## src/rtl/wb_byte_pkg.sv

```systemverilog
`default_nettype none
// ============================================================================
// Module      : wb_byte_pkg
// Description : Shared constants and FSM encoding for the byte-stream
//               Wishbone initiator.
// Revision    : 1.0 - initial release
// ============================================================================
package wb_byte_pkg;

    // Command bytes recognised in IDLE
    localparam logic [7:0] CMD_WR  = 8'h57;  // 'W' + 4 addr + 4 data
    localparam logic [7:0] CMD_RD  = 8'h52;  // 'R' + 4 addr

    // Single-byte status responses
    localparam logic [7:0] RSP_ACK = 8'h06;  // write completed
    localparam logic [7:0] RSP_NAK = 8'h15;  // bus cycle abandoned

    // Protocol / bus FSM
    typedef enum logic [2:0] {
        ST_IDLE = 3'd0,
        ST_ADDR = 3'd1,
        ST_DATA = 3'd2,
        ST_BUS  = 3'd3,
        ST_RESP = 3'd4
    } state_e;

endpackage : wb_byte_pkg
`default_nettype wire

```

## src/rtl/wb_byte_master.sv

```systemverilog
`default_nettype none
// ============================================================================
// Module      : wb_byte_master
// Description : Parses 'W'/'R' commands from an 8-bit valid/ready stream,
//               issues single 32-bit Wishbone cycles and returns status or
//               read data on an outbound byte stream.
// Revision    : 1.0 - initial release
// ============================================================================
module wb_byte_master
    import wb_byte_pkg::*;
#(
    parameter int unsigned TIMEOUT = 255   // 1..65535 cycles without ack
) (
    input  logic        wb_clk,
    input  logic        wb_rst,
    // inbound command stream
    input  logic [7:0]  rx_data,
    input  logic        rx_valid,
    output logic        rx_ready,
    // outbound response stream
    output logic [7:0]  tx_data,
    output logic        tx_valid,
    input  logic        tx_ready,
    // Wishbone initiator
    output logic [31:0] wb_adr,
    output logic [31:0] wb_dat,
    output logic [3:0]  wb_sel,
    output logic        wb_we,
    output logic        wb_cyc,
    input  logic [31:0] wb_rdt,
    input  logic        wb_ack,
    // status
    output logic        busy,
    output logic        err
);

    // Last timeout count value before the cycle is abandoned
    localparam logic [15:0] TMO_LAST = 16'(TIMEOUT - 1);

    state_e      state_q;
    logic [1:0]  cnt_q;      // byte index shared by ADDR/DATA/RESP
    logic [1:0]  last_q;     // index of final response byte
    logic [15:0] tmo_q;      // cycles spent in BUS without ack
    logic [31:0] shift_q;    // remaining response bytes, MSB first
    logic [31:0] adr_q;
    logic [31:0] dat_q;
    logic        we_q;
    logic        cyc_q;
    logic        txv_q;
    logic [7:0]  txd_q;
    logic        err_q;

    logic        w_in_rx;
    logic        w_rx_fire;

    // Only the parsing states take input; gated by reset so nothing is
    // claimed to be accepted while the block is held in reset.
    assign w_in_rx   = (state_q == ST_IDLE) || (state_q == ST_ADDR) ||
                       (state_q == ST_DATA);
    assign rx_ready  = w_in_rx & ~wb_rst;
    assign w_rx_fire = rx_valid & rx_ready;
    assign busy      = (state_q != ST_IDLE);
    assign wb_sel    = 4'hF;

    assign wb_adr   = adr_q;
    assign wb_dat   = dat_q;
    assign wb_we    = we_q;
    assign wb_cyc   = cyc_q;
    assign tx_data  = txd_q;
    assign tx_valid = txv_q;
    assign err      = err_q;

    // Command parser, bus sequencer and response serializer
    always_ff @(posedge wb_clk or posedge wb_rst) begin
        if (wb_rst) begin
            state_q <= ST_IDLE;
            cnt_q   <= 2'd0;
            last_q  <= 2'd0;
            tmo_q   <= 16'd0;
            shift_q <= 32'd0;
            adr_q   <= 32'd0;
            dat_q   <= 32'd0;
            we_q    <= 1'b0;
            cyc_q   <= 1'b0;
            txv_q   <= 1'b0;
            txd_q   <= 8'd0;
            err_q   <= 1'b0;
        end else begin
            err_q <= 1'b0;
            case (state_q)
                ST_IDLE: begin
                    // Unknown bytes are consumed and dropped here
                    if (w_rx_fire && (rx_data == CMD_WR || rx_data == CMD_RD)) begin
                        we_q    <= (rx_data == CMD_WR);
                        cnt_q   <= 2'd0;
                        state_q <= ST_ADDR;
                    end
                end
                ST_ADDR: begin
                    if (w_rx_fire) begin
                        adr_q <= {adr_q[23:0], rx_data};
                        cnt_q <= cnt_q + 2'd1;
                        if (cnt_q == 2'd3) begin
                            if (we_q) begin
                                state_q <= ST_DATA;
                            end else begin
                                state_q <= ST_BUS;
                                cyc_q   <= 1'b1;
                                tmo_q   <= 16'd0;
                            end
                        end
                    end
                end
                ST_DATA: begin
                    if (w_rx_fire) begin
                        dat_q <= {dat_q[23:0], rx_data};
                        cnt_q <= cnt_q + 2'd1;
                        if (cnt_q == 2'd3) begin
                            state_q <= ST_BUS;
                            cyc_q   <= 1'b1;
                            tmo_q   <= 16'd0;
                        end
                    end
                end
                ST_BUS: begin
                    // An ack in the same cycle as the limit still completes
                    if (wb_ack) begin
                        cyc_q   <= 1'b0;
                        txv_q   <= 1'b1;
                        cnt_q   <= 2'd0;
                        state_q <= ST_RESP;
                        if (we_q) begin
                            txd_q  <= RSP_ACK;
                            last_q <= 2'd0;
                        end else begin
                            txd_q   <= wb_rdt[31:24];
                            shift_q <= {wb_rdt[23:0], 8'h00};
                            last_q  <= 2'd3;
                        end
                    end else if (tmo_q == TMO_LAST) begin
                        cyc_q   <= 1'b0;
                        txv_q   <= 1'b1;
                        txd_q   <= RSP_NAK;
                        cnt_q   <= 2'd0;
                        last_q  <= 2'd0;
                        err_q   <= 1'b1;
                        state_q <= ST_RESP;
                    end else begin
                        tmo_q <= tmo_q + 16'd1;
                    end
                end
                ST_RESP: begin
                    // tx_data/tx_valid hold until the sink takes the byte
                    if (tx_ready) begin
                        if (cnt_q == last_q) begin
                            txv_q   <= 1'b0;
                            state_q <= ST_IDLE;
                        end else begin
                            txd_q   <= shift_q[31:24];
                            shift_q <= {shift_q[23:0], 8'h00};
                            cnt_q   <= cnt_q + 2'd1;
                        end
                    end
                end
                default: begin
                    state_q <= ST_IDLE;
                end
            endcase
        end
    end

endmodule : wb_byte_master
`default_nettype wire
```

## config.mk

```make
export PLATFORM = sky130hd
export DESIGN_NAME = wb_byte_master
export DESIGN_NICKNAME = d
export VERILOG_FILES = /design/src/rtl/wb_byte_pkg.sv /design/src/rtl/wb_byte_master.sv
export SDC_FILE = /design/constraint.sdc
export NUM_CORES = 1
export LEC_CHECK = 0
export ABC_AREA = 1
export CORE_UTILIZATION = 50
export CTS_CLUSTER_SIZE = 25
export DETAILED_ROUTE_END_ITERATION = 8
export PLACE_DENSITY = 0.83
export SETUP_SLACK_MARGIN = 0.15
export SLEW_MARGIN = 20
export SYNTH_ARGS = -nofsm -noshare
export SYNTH_HDL_FRONTEND = slang
export SYNTH_SLANG_ARGS = --single-unit
export TNS_END_PERCENT = 5
```

## constraint.sdc

```tcl
create_clock -name wb_clk -period 5.2 [get_ports wb_clk]
set_clock_uncertainty 0.2 [all_clocks]
set_input_delay 0.52 -clock wb_clk [delete_from_list [all_inputs] [get_ports wb_clk]]
set_output_delay 0.52 -clock wb_clk [all_outputs]
set_load 0.02 [all_outputs]
```

; ---- Word-level counts from Yosys, hierarchy flattened
; Index checks and enable logic that the tools add are counted.
[word_totals]
ff_bits = 131
latchBits = 0
ram_bits = 0
romBits = 0
inputBits = 45
out_inout_bits = 82
wordCells = 118
mem_count = 0
[op_classes]
add_sub_neg = 2
multipliers = 0
div = 0
order_cmp = 0
n_eq_ne = 24
shifts = 0
mux = 55
n_bitwise = 3
reduce_logical = 22
[ops]
columns = op, count
row1 = 32-bit two-way mux, 4
row2 = 16-bit two-way mux, 7
row3 = 32-bit one-hot mux with 2 select lines, 1
row4 = 16-bit one-hot mux with 3 select lines, 1
row5 = 8-bit two-way mux, 5
row6 = 3-bit two-way mux, 9
row7 = "2-bit != test, second input constant", 10
row8 = "16-bit by 1-bit adder with 16-bit output, second input constant", 1
row9 = "16-bit by 8-bit equality test with 1-bit output, second input constant", 1
row10 = "8-bit by 7-bit equality test with 1-bit output, second input constant", 2
row11 = 2-bit two-way mux, 8
row12 = 8-bit one-hot mux with 2 select lines, 1
row13 = 8-bit AND reduction, 2
row14 = 1-bit two-way mux, 15
row15 = 3-bit one-hot mux with 5 select lines, 1
row16 = "2-bit by 1-bit != test with 1-bit output, second input constant", 4
row17 = 2-bit one-hot mux with 4 select lines, 1
row18 = 2-bit AND reduction, 4
row19 = 4-bit AND reduction, 2
row20 = 7-bit AND reduction, 1
row21 = "3-bit by 2-bit equality test with 1-bit output, second input constant", 2
row22 = 6-bit AND reduction, 1
row23 = 3-bit nonzero test, 2
row24 = 5-bit AND reduction, 1
row25 = other kinds (16), 20

; ---- Longest topological paths before layout
[logic_depth]
depth_word = 8
ltp_mapped = 11
ltp_nobuf = 11

; ---- Worst setup path after synthesis
; Ideal clock, no wire load.
[synth_timing]
path_type = input -> register
start = in wb_rst
end = reg tmo_q[2]
setup_ps = 118
arrival_time_ps = 4334
t_required_ps = 4882
slack_ps = 548
path_stages = 11
n_path_buf = 1
cell_sequence = inv_1 > nand3_1 > inv_1 > nand2_1 > nand2_1 > nand3_1 > inv_1 > nand2_2 > buf_4 > nand2_1 > nand2_1
[synth_via]
elab_chain_len = 5
elab_cells_between_ends = 6
cone_classes = 2 x eq/ne / 3 x bitwise / 1 x reduce/logical
[synth_rtl]
columns = element, line
row1 = start: declaration, wb_byte_master.sv:15  ; input logic wb_rst,
row2 = 1-bit NOT *, wb_byte_master.sv:60  ; assign rx_ready = w_in_rx & ~wb_rst;
row3 = 1-bit AND *, wb_byte_master.sv:60
row4 = via rx_ready, wb_byte_master.sv:19  ; output logic rx_ready,
row5 = 1-bit AND *, wb_byte_master.sv:61  ; assign w_rx_fire = rx_valid & rx_ready;
row6 = 2-bit != test (no source line), -
row7 = 8-bit AND reduction (no source line) *, -
row8 = end signal: assignment, wb_byte_master.sv:149  ; tmo_q <= tmo_q + 16'd1;
row9 = end: declaration, wb_byte_master.sv:43  ; logic [15:0] tmo_q;
; The timed path passes the listed nets; every way through them passes the cells marked *.
; A chain may end at the register's enable or synchronous reset.

; ---- Worst setup path in the final report
[layout_timing]
start = in wb_rst
end = out rx_ready
[layout_via]
elab_chain_len = 2
[layout_rtl]
columns = element, line
row1 = 1-bit NOT, wb_byte_master.sv:60
row2 = 1-bit AND, wb_byte_master.sv:60
row3 = end: declaration, wb_byte_master.sv:19
; No other way between the ends.

==> qor.csv <==
metric,value,unit
status,finished clean,
r2r-start,state_q[2]$_DFFE_PP0P_,
synthCells,669,
drv_cap,0,
postLayoutCellArea,7540,sq um
drive_gt1_frac,0.0814,
io_pins,127,
grt_max_degree,72,
setup_viol,0,
core-area,10900,sq um
dp_hpwl,8900,microns
setup.worst_path.start,wb_rst,
antenna_found_initial,0,
dp_slack,1.91,ns
tns,0,ns
ys_seq_area_frac,0.540,
ys_ff_latch,122,
hold_end,tx_data[1]$_DFFE_PP0P_,
hold_depth,2,
setup_ws,1.97,ns
dieArea,11700,sq um
grt_pass1_vias,4522,
rows,38,
syn_area,5650,sq um
grt.overflow.total,0,
r2r_slack,2.86,ns
start_kind,primary input,
drc,0,
fp.dieW,108,microns
hold_path_startpoint,tx_data[1]$_DFFE_PP0P_,
path_class,primary input to output pin,
reg2reg_depth,8,
drt_wl_total,13400,microns
hold_class,register to register,
numCtsBuffers,17,
crit_path_max_fanout,71,
dieHeight,108,microns
cts.repair.resized,0,
postCtsHoldBufs,0,
ir_drop,0.000381,V
initial_core_util,0.517,
relSlewSlack,0.447,
area_growth,33.4,%
r2r_end,shift_q[12]$_DFFE_PP0P_,
vias,4847,
root_buffer,clkbuf_16,
power,4.63,mW
endpoint_kind,output pin,
finalCritPeriodShare,0.622,
final_antenna_net_count,0,
finalHoldViolCount,0,
synth_cell_types,33,
yosys_warnings,0,
hold_slack,0.291,ns
avgSynthCellArea,8.44,sq um
rsz0062_at_grt,no,
dr.pass1.iters,5,
cp_common_cell,clkdlybuf4s50_1,
post_cts_buffers,0,
fin_nets,834,
worstPathCellList,clkdlybuf4s50_1 > inv_4 > nand3_1 > inv_1 > clkdlybuf4s50_1,
h-tree-depth,4,
worstSkewPairLatency,0.42,ns
final_core_util,0.689,
clockBufferDepth,2,
grt_first_pass_wirelength,21900,microns
antenna_cells,0,
stdcell_count,939,
gp_congestion,0.868,
wl_per_cell,14.3,microns
pwr_density_cell,615,nW/um^2
worst_slew_pin_slew,0.829,ns
post-route-min-period,3.23,ns
drt_iter0_markers,292,
drv_slew,0,
p_leak,3.63,nW
cts_tree,yes,
cp.required,4.48,ns
slowest_delay,0.61,ns
clock_sinks,122,
grt_usage,0.246,
worstPathArrival,2.51,ns
clk_pin_slew_worst_paths,0.05,ns
vias_per_cell,5.16,
place_area,6930,sq um
dp.cells,907,
fmax,309,MHz
critPathSlowestCell,clkdlybuf4s50_1,
port_buffers,122,
==> metal layers <==
metal,up-vias,routed length [microns],GRT usage
li1,2366,-,-
met4,0,280,0.0985
met3,24,935,0.0627
met1,2265,5650,0.305
met2,192,6550,0.411
met5,-,0,0
==> sequential cells by signal (all words and copies together) (netlist names) <==
signal    flops
err           1
wb_adr       32
shift_q      24
wb_dat       32
cnt_q         2
state_q       3
tx_data       8
last_q        1
wb_we         1
tx_valid      1
wb_cyc        1
tmo_q        16
==> worst max-delay path, delay by kind of cell <==
kind	cells	cell delay, ns
buffers and inverters	4	1.78
and+or+nand+nor	1	0.19
==> logic make-up (layout without fill, tap and decap cells) <==
group	count (synthesis)	after routing	share of synthesized area
AND/OR/NAND/NOR	278	278	0.204
AO/OA/AOI/OAI	127	127	0.117
flip-flops	122	122	0.540
buffers and inverters	111	238	0.0828
multiplexers	16	16	0.0319
XOR/XNOR	11	11	0.0171
adder cells (fa/ha/maj)	3	3	0.00665
other	1	4	0.000664
==> placed cells by master (no fill, tap or decap), drive strengths merged, types with 5 or more instances in the layout <==
cell / instances
inv: 80
clkinv: 5
dfrtp: 122
clkbuf: 21
o21ai: 91
clkdlybuf4s50: 122
mux2: 16
nand4: 5
xor2: 9
nor2: 73
nand2: 164
nand3: 29
a21oi: 24
==> synthesized netlist by cell type, drive strengths merged <==
master / count / share of area
xor2: 9 / 0.014
nand3: 29 / 0.027
mux2: 16 / 0.032
buf: 17 / 0.020
o21ai: 91 / 0.081
a31oi: 4 / 0.0044
o31ai: 1 / 0.0013
dfrtp: 122 / 0.54
nand2: 164 / 0.11
xnor2: 2 / 0.0031
nor3: 3 / 0.0035
nand4: 5 / 0.0055
clkbuf: 14 / 0.0093
nor2: 73 / 0.053
inv: 80 / 0.054
a21oi: 24 / 0.021
conb: 1 / 0.00066
nor4: 1 / 0.0011
and3: 1 / 0.0011
or2: 2 / 0.0022
ha: 3 / 0.0066
o21a: 4 / 0.0053
o21bai: 3 / 0.0040
==> how the worst max path moves through the flow <==
stage / endpoint
floorplan: tmo_q[2]$_DFFE_PP0P_
global placement: rx_ready
detailed placement: rx_ready
CTS: rx_ready
global route: rx_ready
finish: rx_ready
==> layout make-up <==
cell class / count / area (sq um)
inverters: 80 / 305
multi-input cells: 439 / 2150
repair buffers: 126 / 1250
flip-flops and latches: 122 / 3050
clock inverters: 11 / 145
fillers: 876 / 3400
clock buffers: 21 / 460
well taps: 140 / 175
==> report_power, final <==
| group | switching, mW | internal, mW |
|---|---|---|
| Combinational | 1.08 | 0.774 |
| Clock | 0.421 | 0.777 |
| Sequential | 0.250 | 1.33 |
(Power assumes the default switching activity.)
==> edit: new RTL, config.mk and constraints unchanged <==
The 5 states of `state_e` get a one-hot encoding in 5 bits.
--- a/src/rtl/wb_byte_pkg.sv
+++ b/src/rtl/wb_byte_pkg.sv
@@ -18,8 +18,8 @@
     // Protocol / bus FSM
-    typedef enum logic [2:0] {
-        ST_IDLE = 3'd0,
-        ST_ADDR = 3'd1,
-        ST_DATA = 3'd2,
-        ST_BUS  = 3'd3,
-        ST_RESP = 3'd4
+    typedef enum logic [4:0] {
+        ST_IDLE = 5'b00001,
+        ST_ADDR = 5'b00010,
+        ST_DATA = 5'b00100,
+        ST_BUS  = 5'b01000,
+        ST_RESP = 5'b10000
     } state_e;
Check against the original RTL: no difference found for any inputs over 4 cycles, from zero or initial values and one cycle with wb_rst high; so few cycles prove little.
==> edit against the unedited design <==
First-iteration DRC count rose by 54%. Routed wire length rose by 7.1%. Cell area rose by 1.4%. Via count rose by 5.4%. Area after synthesis rose by 2.9%. Worst setup slack got worse by 0.25 ns. Global-route usage rose by 1.1 points. Critical path depth rose by 2. Sequential cell count rose by 2. Hold slack got worse by 0.0091 ns. Non-clock buffer count fell by 1. Critical endpoint is now wb_dat[22].
Power is not compared: it rests on default switching activity, and its combinational part moved more than twofold at a synthesized area within 25%.
==> edit: results (changes against the unedited design) <==
[global_routing]
grt_first_pass_wirelength_microns = 23600  ; +8.1%
grt_pass1_vias = 4937  ; +9.2%
grt_use_total = 0.256  ; +0.0105
grt_start_max_net_pins = 81  ; +13%

[hold_path]
hp-start = tx_data[6]
holdPathEnd = tx_data[6]
worstHoldPathType = flop to flop

[yosys]
synth-adder-area-share = 0.00646  ; -0.000186
synth_compound_gate_area_share = 0.129  ; +0.0124
ys_types = 34  ; +3.0%
ys_async_sr_fraction = 1.00  ; unchanged
synth_seq_area_share = 0.534  ; -0.00630
synth_area_leaders = dfrtp_1 53%, nand2_1 13%, o21ai_0 7.3%
post_synth_most_frequent_cells = 201 x nand2_1, 123 x dfrtp_1, 85 x o21ai_0, 75 x inv_1, 51 x nor2_1
synth_mux_area_frac = 0  ; -0.0319
synth_xor_area_frac = 0.0196  ; +0.00254

[worst_setup_path]
crit_path_top_delay_cell = or2_2
critPathMaxFanout = 64  ; -9.9%
crit_arrival_ns = 3.54  ; +1.03 ns
rr_endpoint = wb_dat[22]
critPathMaxStageDelay_ns = 0.85  ; +0.24 ns
worst-r2r-setup-slack_ns = 1.72  ; -1.14 ns
worst_setup_path_startpoint = state_q[2]
reg2reg_depth = 7  ; -1

[clock_tree]
post-cts-setup-buffers = 0  ; unchanged
cts_tree = built
post_cts.resized_instances = 0  ; unchanged
clkLatencyLatePin_ns = 0.41
tritoncts_buffer_count = 17  ; unchanged
cts-root-buf = clkbuf_16

[layout]
fin_nets = 864  ; +3.6%
nFillCells = 837  ; -4.5%
layout-drive-gt1-share = 0.0663  ; -0.0150

[pwr]
vdd_drop_max_uv = 267

[route]
drt-vias-per-instance = 5.26  ; +1.8%
wl_per_cell_microns = 14.8  ; +3.5%
drt_iter0_drc = 451  ; +54%

[place]
hpwl_microns = 9660  ; +8.5%
routabilityCongestion = 0.942  ; +8.6%

[timing]
slew-limit-headroom = 0.329  ; -0.118
worst_hold_slack_ns = 0.282  ; -0.00909 ns

[outcome]
run_status = finished clean

-- edit: worst max-delay path, delay by kind of cell, from the launching register on --
| family | cells | cell delay (ns) |
|---|---|---|
| DFF | 1 | 0.41 |
| and+or+nand+nor | 6 | 2.63 |
| AOI/OAI and AO/OA | 1 | 0.07 |
-- edit: layout make-up --
class,instances,area [sq um],share of cell area
clock buffer,20,447,0.0585
clock inverter,12,141,0.0185
inverter,78,295,0.0386
multi-input combinational,470,2230,0.291
sequential,124,3100,0.406
tap,143,179,0.0234
timing repair buffer,125,1250,0.163
-- edit: layer usage --
| metal | track usage | vias to the layer above | share of wire |
|---|---|---|---|
| li1 | - | 2474 | - |
| met1 | 0.344 | 2443 | 0.44 |
| met2 | 0.405 | 164 | 0.49 |
| met3 | 0.0622 | 27 | 0.049 |
| met4 | 0.0924 | 0 | 0.020 |
| met5 | 0 | - | 0 |
-- edit: cell families after synthesis --
| group | count (synthesis) |
|---|---|
| AND/OR/NAND/NOR | 310 |
| AO/OA/AOI/OAI | 140 |
| flip-flops | 124 |
| buffers and inverters | 112 |
| XOR/XNOR | 13 |
| adder cells (fa/ha/maj) | 3 |
| other | 1 |
-- edit: worst max-delay path by stage --
stage / slack, ns / cells after the start / endpoint
global placement: 1.79 / 6 / wb_dat[8]
finish: 1.72 / 7 / wb_dat[22]
detailed placement: 1.62 / 6 / wb_dat[22]
CTS: 1.76 / 7 / wb_dat[22]
floorplan: 0.64 / 7 / wb_dat[2]
global route: 1.46 / 7 / wb_dat[22]
-- edit: per-stage QoR --
| step | cells | area (sq um) | util | power (mW) | setup WS [ns] |
|---|---|---|---|---|---|
| after floorplan | 706 | 5820 | - | 1.44 | 0.643 |
| after global placement | 940 | 7050 | 0.620 | 1.60 | 1.79 |
| after detailed placement | 940 | 7050 | 0.620 | 1.62 | 1.62 |
| after CTS | 972 | 7640 | 0.672 | 2.78 | 1.76 |
| after global routing | 972 | 7640 | 0.672 | 2.90 | 1.46 |
| final | 972 | 7640 | 0.672 | 2.78 | 1.72 |
-- edit: power breakdown --
| part | switching, mW | total (mW) | internal (mW) |
|---|---|---|---|
| clock network | 0.444 | 1.17 | 0.722 |
| registers | 0.0680 | 1.17 | 1.11 |
| logic | 0.261 | 0.439 | 0.178 |
